### config.mk
export PLATFORM = sky130hd
export DESIGN_NAME = seq_shifter
export DESIGN_NICKNAME = d
export VERILOG_FILES = /design/src/rtl/seq_shifter.sv
export SDC_FILE = /design/constraint.sdc
export NUM_CORES = 1
export LEC_CHECK = 0
export ABC_AREA = 0
export CORE_UTILIZATION = 35
export DETAILED_ROUTE_END_ITERATION = 10
export HOLD_SLACK_MARGIN = 0.12
export PLACE_DENSITY = 0.54
export SLEW_MARGIN = 30
export SYNTH_ARGS = -nofsm -noshare
export SYNTH_HDL_FRONTEND = slang
export SYNTH_SLANG_ARGS = --single-unit
### constraint.sdc
create_clock -name clk -period 7.03 [get_ports clk]
set_input_delay 1.406 -clock clk [delete_from_list [all_inputs] [get_ports clk]]
set_output_delay 1.406 -clock clk [all_outputs]
set_load 0.02 [all_outputs]
### src/rtl/seq_shifter.sv
// Multi-cycle shift/rotate unit: shifts a latched operand by up to STEP bits per clock
// (SLL, SRL, SRA, ROL) under a start/busy/done handshake.
module seq_shifter #(
  parameter  int N    = 32,
  parameter  int STEP = 4,
  localparam int SHW  = $clog2(N)
) (
  input  logic           clk,
  input  logic           rst,
  input  logic           start,
  input  logic [1:0]     mode,
  input  logic [SHW-1:0] shamt,
  input  logic [N-1:0]   din,
  output logic           busy,
  output logic           done,
  output logic [N-1:0]   dout
);

  localparam int REMW = SHW + 1;
  localparam int KW   = $clog2(STEP) + 1;

  localparam logic [1:0] MODE_SLL = 2'b00;
  localparam logic [1:0] MODE_SRL = 2'b01;
  localparam logic [1:0] MODE_SRA = 2'b10;

  typedef enum logic [1:0] {
    S_IDLE  = 2'd0,
    S_SHIFT = 2'd1,
    S_DONE  = 2'd2
  } state_t;

  state_t          r_state;
  logic [N-1:0]    r_work;
  logic [1:0]      r_mode;
  logic [REMW-1:0] r_rem;
  logic            r_busy;
  logic            r_done;
  logic [N-1:0]    r_dout;

  logic [KW-1:0]         w_k;
  logic [STEP:0][N-1:0]  w_cand;
  logic [N-1:0]          w_next;
  logic [REMW-1:0]       w_rem_next;

  // Only amounts 0..STEP are ever applied in one clock, so build just those candidates.
  genvar gi;
  generate
    for (gi = 0; gi <= STEP; gi++) begin : g_cand
      if (gi == 0) begin : g_zero
        assign w_cand[gi] = r_work;
      end else begin : g_shift
        assign w_cand[gi] =
          (r_mode == MODE_SLL) ? (r_work << gi) :
          (r_mode == MODE_SRL) ? (r_work >> gi) :
          (r_mode == MODE_SRA) ? $unsigned($signed(r_work) >>> gi) :
                                 ((r_work << gi) | (r_work >> (N - gi)));
      end
    end
  endgenerate

  assign w_k        = (r_rem >= REMW'(STEP)) ? KW'(STEP) : KW'(r_rem);
  assign w_next     = w_cand[w_k];
  assign w_rem_next = r_rem - REMW'(w_k);

  always_ff @(posedge clk or posedge rst) begin
    if (rst) begin
      r_state <= S_IDLE;
      r_work  <= '0;
      r_mode  <= '0;
      r_rem   <= '0;
      r_busy  <= 1'b0;
      r_done  <= 1'b0;
      r_dout  <= '0;
    end else begin
      case (r_state)
        S_IDLE: begin
          r_done <= 1'b0;
          if (start) begin
            r_work <= din;
            r_mode <= mode;
            r_rem  <= {1'b0, shamt};
            r_busy <= 1'b1;
            if (shamt == '0) begin
              r_dout  <= din;
              r_done  <= 1'b1;
              r_state <= S_DONE;
            end else begin
              r_state <= S_SHIFT;
            end
          end
        end
        S_SHIFT: begin
          r_work <= w_next;
          r_rem  <= w_rem_next;
          if (w_rem_next == '0) begin
            r_dout  <= w_next;
            r_done  <= 1'b1;
            r_state <= S_DONE;
          end
        end
        S_DONE: begin
          r_busy  <= 1'b0;
          r_done  <= 1'b0;
          r_state <= S_IDLE;
        end
        default: begin
          r_busy  <= 1'b0;
          r_done  <= 1'b0;
          r_state <= S_IDLE;
        end
      endcase
    end
  end

  assign busy = r_busy;
  assign done = r_done;
  assign dout = r_dout;

endmodule

Word level (Yosys, flattened, before mapping) --
Index checks and enable logic that the tools add are counted.
Storage, ports and cells: bits in registers 76, latch bits 0, bits in writable memories 0, bits in read-only memories 0, input bits 42, output and inout bits 34, logic and storage cells 64, memories kept 0
Cells by class: add/subtract/negate cells 1, multiply operators 0, div/mod/pow operators 0, magnitude comparators 2, equal/unequal tests 6, shift operators 0, mux-type cells 33, bitwise logic cells 5, reductions and logical operators 10
Operators by type and width (number):
- $mux 32 | 17
- $pmux 32 s2 | 2
- $bmux 32 s3 | 1
- $or 32x1->32 | 1
- $or 32x2->32 | 1
- $or 32x3->32 | 1
- $or 32x4->32 | 1
- $pmux 6 s2 | 1
- $reduce_and 2->1 | 4
- $ge 6x3->1 const B | 1
- $logic_not 6->1 | 1
- $mux 2 | 3
- $mux 6 | 1
- $ne 2x2->1 const B | 3
- $sub 6x3->6 | 1
- $logic_not 5->1 | 1
- $eq 2x1->1 const B | 2
- $logic_not 2->1 | 2
- $lt 3x4->1 const B | 1
- $mux 1 | 4
- $pmux 1 s2 | 2
- $pmux 2 s2 | 1
- $reduce_and 4->1 | 1
- $mux 3 | 1
- 3 further kinds | 3

Longest topological paths before layout --
Gate-level depths: netlist of the first run.
depth in word-level cells 8, depth in mapped cells 8, depth with buffers taken out 5

Least setup slack after synthesis of the first run --
Ideal clock, no wire load.
path type input port to flip-flop, start input port shamt[0], end register r_dout[19], in the netlist dout[19], setup time 0.128 ns, arrival 2.694 ns, required time 6.902 ns, path slack 4.208 ns, stages on the path 6, path buffers 1, path through nor3_1 -> nand4_1 -> a21oi_1 -> buf_2 -> mux2i_1 -> o21ai_0
Between the ends: cells in the longest elaborated chain, start to end 3
Ends and longest elaborated chain:
- from (decl) | RTL line 12 | input logic [SHW-1:0] shamt,
- $logic_not 5->1 | RTL line 83 | if (shamt == '0) begin
- $ne 2x2->1 (no source line)
- $reduce_and 4->1 (no source line)
- to (signal assigned) | RTL line 84 | r_dout <= din;
- to (signal assigned) | RTL line 96 | r_dout <= w_next;
- to (decl) | RTL line 38 | logic [N-1:0] r_dout;
No other way between the ends. A chain may end at the register's enable or synchronous reset.

Worst setup path in the final report of the first run --
start input port start, end register r_dout[26], in the netlist dout[26]
Between the ends: cells in the longest elaborated chain, start to end 2
Ends and longest elaborated chain:
- from (decl) | RTL line 10 | input logic start,
- $ne 2x2->1 (no source line)
- $reduce_and 4->1 (no source line)
No other way between the ends.

==> flow_summary.json, run 1 <==
{
  "hold_buffers": 0,
  "postCtsSetupBuffers": 0,
  "final_cell_mix": "nand2_1, dfrtp_1, clkdlybuf4s50_1",
  "path_cells": "clkdlybuf4s50_1 -> nand2b_1 -> nor2_1 -> nand2_1 -> o21ai_0 -> nor3_1",
  "hp-class": "reg2reg",
  "hold_end": "done",
  "crit_fanout": 13,
  "area_delta_synth_final_pct": 20.7,
  "final_antenna_net_count": 0,
  "grt_pass1_wl_um": 30900,
  "dpl.cell_count": 914,
  "yosys.area_share.simple_pct": 21.9,
  "post-route-period-util_pct": 53.6,
  "critPathCaptureType": "flop",
  "drv_slew": 0,
  "critPathMaxStageDelay_ns": 0.80,
  "fin_skew_ns": 0.0131,
  "outcome": "finished clean",
  "wl_per_cell_um": 21.1,
  "cap_violations": 0,
  "vias": 5974,
  "layout_commonest_cell": "nand2_1",
  "chipWidth_um": 127,
  "fin_tns_setup_ns": 0,
  "hold_viol_final": 0,
  "synth-main-ff-cell": "dfrtp_1",
  "hp-start": "done",
  "yosysUniqueCellTypes": 53,
  "cts_buffer_depth": 2,
  "cp.arrival_ns": 3.99,
  "min_period_ns": 3.77,
  "die_h_um": 127,
  "timing.rr.start": "r_mode[1]",
  "setup-violations-final": 0,
  "drc_errors": 0,
  "r2r-end": "dout[12]",
  "critPathBufInv": 1,
  "rrSetupSlack_ns": 3.68,
  "worstRegToRegCells": 6,
  "nNetsFinal": 756,
  "placed_area_sq_um": 6330,
  "critPathRequiredTime_ns": 7.26,
  "power.density_nw_per_um2": 592,
  "core_area_sq_um": 15300,
  "clkTransAtPathRegs_ns": 0.06,
  "holdWs_ns": 0.478,
  "synthAdderAreaFrac_pct": 0,
  "root_buffer": "clkbuf_16",
  "htreeDepth": 3,
  "finish.utilization_pct": 43.5,
  "hold_depth": 1,
  "cts_resized": 0,
  "dp_slack_ns": 2.94,
  "avgViaCountPerCell": 6.42,
  "start_kind": "input pin",
  "syn_area_sq_um": 5500,
  "wl_um": 19600,
  "grt_overflow": 0,
  "clk_latency_ns": 0.36,
  "leakage_nw": 2.47,
  "total_power_mw": 3.93,
  "antennaDiodeCount": 0,
  "port_buffers": 75,
  "setup_slack_ns": 3.26,
  "synth_top_family_by_area": "compound AO/OA/AOI/OAI gates",
  "io_pins": 76,
  "final_cell_area_sq_um": 6640,
  "clkSinkCount": 76,
  "rsz0062_at_grt": "no",
  "dieArea_sq_um": 16200,
  "irDropWorstVdd_mv": 0.292,
  "synth_compound_area_share_pct": 29.2,
  "tritoncts": "built",
  "avgSynthCellArea_sq_um": 8.04,
  "syn_nets": 726,
  "first_iter_violations": 729,
  "antenna_found_initial": 0,
  "initial_utilization_pct": 36.0,
  "crit_slowest_cell": "nor2_1",
  "yosys_warnings": 0,
  "layout-drive-gt1-share_pct": 7.51,
  "grt_max_degree": 77,
  "synth_mux_area_share_pct": 7.74,
  "rows": 45,
  "synth_edf_count": 0,
  "place_hpwl_um": 13100,
  "numCtsBuffers": 9,
  "grt_pass1_vias": 5633,
  "slew_headroom_pct": 40.0,
  "instances_no_fill": 930,
  "max_freq_mhz": 265,
  "synthXorXnorAreaFrac_pct": 0.296,
  "n_fill_cell": 1546,
  "grtUsageTotal_pct": 24.4,
  "routabilityCongestion": 0.885,
  "netlist_instances": 684,
  "critical-path-top-delay-family": "simple AND/OR/NAND/NOR gates",
  "ys_seq_elements": 76,
  "worst_pin_slew_ns": 0.896,
  "synth_seq_area_share_pct": 34.6,
  "path_class": "in2reg",
  "dr.pass1.iters": 6,
  "async_flop_share_pct": 100
}
-- power by group --
group,total [mW],leakage (nW),internal (mW),switching [mW]
registers,1.03,0.899,0.661,0.372
logic,2.43,1.43,0.924,1.50
clock network,0.471,0.142,0.275,0.196
total,3.93,2.47,1.86,2.07
-- cell type report --
cell class / instances / area (sq um) / area share (%)
multi-input cells: 531 / 3300 / 49.7
clock inverters: 6 / 65.1 / 0.980
flip-flops and latches: 76 / 1900 / 28.7
clock buffers: 10 / 229 / 3.45
repair buffers: 86 / 837 / 12.6
well taps: 211 / 264 / 3.98
inverters: 10 / 38.8 / 0.584
-- worst max-delay path by stage --
| stage | depth (start not counted) | from | endpoint | slack, ns |
|---|---|---|---|---|
| after floorplan | 1 | rst | busy | 3.69 |
| after global placement | 7 | shamt[0] | dout[2] | 3.08 |
| after detailed placement | 6 | start | dout[26] | 2.94 |
| after CTS | 6 | start | dout[2] | 3.34 |
| after global routing | 6 | start | dout[25] | 3.08 |
| final | 6 | start | dout[26] | 3.26 |
-- worst register-to-register path: stages, from the launching register on --
cell and delay (ns):
dfrtp_1 0.85, xor2_4 0.44, buf_4 0.55, mux4_2 0.40
nor2b_1 0.14, nor4_1 0.63, o22ai_1 0.19
-- metal layers --
metal / share of wire (%) / vias to the layer above / wire length [um] / global-route usage, %
li1: - / 2696 / - / -
met1: 43 / 2887 / 8400 / 32.1
met2: 45 / 347 / 8900 / 36.8
met3: 9.6 / 44 / 1880 / 6.91
met4: 2.3 / 0 / 442 / 11.5
met5: 0 / - / 0 / 0
-- logic make-up after synthesis --
family / after synthesis
AO/OA/AOI/OAI: 236
XOR/XNOR: 1
buffers and inverters: 77
flip-flops: 76
multiplexers: 34
AND/OR/NAND/NOR: 260
-- cells in the mapped netlist (2+ instances only) --
cell / count / area [sq um]
nor4_1: 3 / 18.8
a2111oi_0: 13 / 114
nand4_1: 2 / 12.5
mux4_2: 6 / 135
o211ai_1: 7 / 52.6
a2bb2oi_1: 2 / 17.5
a32oi_1: 17 / 149
buf_6: 3 / 33.8
and3_1: 4 / 25.0
nand2b_1: 4 / 25.0
o221ai_1: 3 / 26.3
a221oi_1: 3 / 26.3
mux2i_1: 20 / 200
nor3_1: 31 / 155
nand2_1: 92 / 345
a211oi_1: 5 / 37.5
clkbuf_1: 43 / 161
o31ai_1: 6 / 45.0
a311oi_1: 9 / 78.8
a22oi_1: 20 / 150
buf_1: 3 / 11.3
a221o_1: 2 / 20.0
o21ai_0: 32 / 160
dfrtp_1: 76 / 1900
a31oi_1: 67 / 419
nor3_4: 2 / 32.5
mux2_2: 8 / 90.1
a21oi_1: 30 / 150
nor2b_1: 13 / 81.3
nand3_1: 58 / 290
nor2_1: 46 / 173
buf_2: 15 / 75.1
o22ai_1: 7 / 43.8
inv_1: 9 / 33.8
buf_4: 3 / 22.5
a21o_1: 3 / 22.5
-- sequential cells by signal, indices dropped and copies added (netlist names) --
register	flops
dout	32
r_rem	6
busy	1
r_mode	2
done	1
r_state	2
r_work	32
Note: power is estimated with default switching activity, not from simulation.
==> inputs of run 2 (changes only) <==
- PLACE_DENSITY: 0.54 -> 0.56
- clock period: 7.03 -> 3.24 ns (I/O delays scaled with it)
==> run 2 against run 1 <==
- sequential power up 110%
- worst setup slack worse by 2.6 ns
- critical path depth unchanged
- utilization up 1.6 points
- cell count up 2.6%
- largest cell class unchanged
- highest routed layer unchanged
==> flow_summary.json, run 2 (same netlist as run 1, synthesis figures left out) <==
{
  "layout-drive-gt1-share_pct": 10.4,
  "layout_commonest_cell": "nand2_1",
  "start_kind": "flop",
  "rsz0062_at_grt": "no",
  "cts_resized": 0,
  "final_cell_mix": "nand2_1, dfrtp_1, clkdlybuf4s50_1",
  "dieArea_sq_um": 16200,
  "grt_pass1_vias": 5871,
  "fin_skew_ns": 0.00712,
  "wl_um": 19900,
  "path_class": "reg2reg",
  "cts_buffer_depth": 2,
  "cp.arrival_ns": 2.82,
  "dpl.cell_count": 939,
  "core_area_sq_um": 15300,
  "total_power_mw": 8.94,
  "hp-class": "reg2reg",
  "max_freq_mhz": 385,
  "place_hpwl_um": 13800,
  "area_delta_synth_final_pct": 25.1,
  "root_buffer": "clkbuf_16",
  "path_cells": "or4_4 -> buf_4 -> a2111oi_0 -> a32oi_1 -> nand3_1 -> a31oi_1",
  "initial_utilization_pct": 36.0,
  "irDropWorstVdd_mv": 0.521,
  "post-route-period-util_pct": 80.1,
  "avgViaCountPerCell": 6.31,
  "first_iter_violations": 875,
  "antennaDiodeCount": 0,
  "min_period_ns": 2.59,
  "die_h_um": 127,
  "numCtsBuffers": 9,
  "grt_max_degree": 77,
  "grt_pass1_wl_um": 32300,
  "n_fill_cell": 1547,
  "critPathCaptureType": "flop",
  "drc_errors": 0,
  "clkSinkCount": 76,
  "clkTransAtPathRegs_ns": 0.06,
  "critPathRequiredTime_ns": 3.46,
  "critPathMaxStageDelay_ns": 0.79,
  "leakage_nw": 2.63,
  "crit_slowest_cell": "or4_4",
  "grt_overflow": 0,
  "antenna_found_initial": 0,
  "hold_buffers": 0,
  "power.density_nw_per_um2": 1300,
  "grtUsageTotal_pct": 25.3,
  "tritoncts": "built",
  "rows": 45,
  "dr.pass1.iters": 6,
  "slew_headroom_pct": 49.0,
  "port_buffers": 75,
  "htreeDepth": 3,
  "setup-violations-final": 0,
  "fin_tns_setup_ns": 0,
  "worst_pin_slew_ns": 0.764,
  "instances_no_fill": 954,
  "nNetsFinal": 781,
  "clk_latency_ns": 0.35,
  "outcome": "finished clean",
  "hold_viol_final": 0,
  "wl_per_cell_um": 20.9,
  "cap_violations": 0,
  "final_antenna_net_count": 0,
  "drv_slew": 0,
  "chipWidth_um": 127,
  "vias": 6016,
  "crit_fanout": 34,
  "routabilityCongestion": 0.885,
  "io_pins": 76,
  "postCtsSetupBuffers": 0
}
-- run 2: cell count changes in the layout (fill, tap and decap cells not counted), sizes merged --
cell | previous run | this run
buf | 11 | 36
clkinv | 6 | 4
clkinvlp | 1 | 0
bufinv | 1 | 3
-- run 2: report_power, final --
group          switching [mW]  internal [mW]
registers               0.729           1.44
logic                    3.40           2.20
clock network           0.403          0.766
-- run 2: layout make-up --
class	instances	area, sq um	area share [%]
Multi-Input combinational cell	531	3290	47.8
Sequential cell	76	1900	27.7
Timing Repair Buffer	111	1050	15.2
Tap cell	211	264	3.84
Clock buffer	10	239	3.48
Clock inverter	5	100	1.46
Inverter	10	38.8	0.564
-- run 2: path summary, 6_finish.rpt --
| kind | from | to | slack, ns | cells after the start |
|---|---|---|---|---|
| worst max-delay path | r_rem[2] | dout[17] | 0.65 | 6 |
| worst min-delay path | done | done | 0.49 | 1 |
| worst max register to register | r_rem[2] | dout[17] | 0.65 | 6 |
| worst min register to register | done | done | 0.49 | 1 |
| max in group asynchronous | rst | r_rem[4] | 2.16 | 3 |
| min in group asynchronous | rst | r_work[31] | 0.70 | 3 |
-- run 2: worst max-delay path: cells and delay by family, from the launching register on --
kind	cells	cell delay, ns
flip-flops	1	0.50
AO/OA/AOI/OAI	3	0.69
AND/OR/NAND/NOR	2	0.92
buffers and inverters	1	0.33
-- run 2: metrics by stage --
stage | util [%] | area, sq um | setup WS, ns | hold WS (ns)
finish | 45.1 | 6880 | 0.646 | 0.492
global route | 45.1 | 6880 | 0.466 | 0.513
CTS | 45.1 | 6880 | 0.665 | 0.492
detailed placement | 42.8 | 6540 | 0.582 | 0.473
global placement | 42.8 | 6540 | 0.650 | 0.478
floorplan | - | 5500 | 0.654 | 0.530
-- run 2: metal layers --
layer | vias up | share of wire, % | GRT usage, %
li1 | 2747 | - | -
met5 | - | 0 | 0
met3 | 44 | 8.4 | 5.19
met1 | 2885 | 43 | 33.9
met2 | 340 | 46 | 40.7
met4 | 0 | 2.1 | 8.19
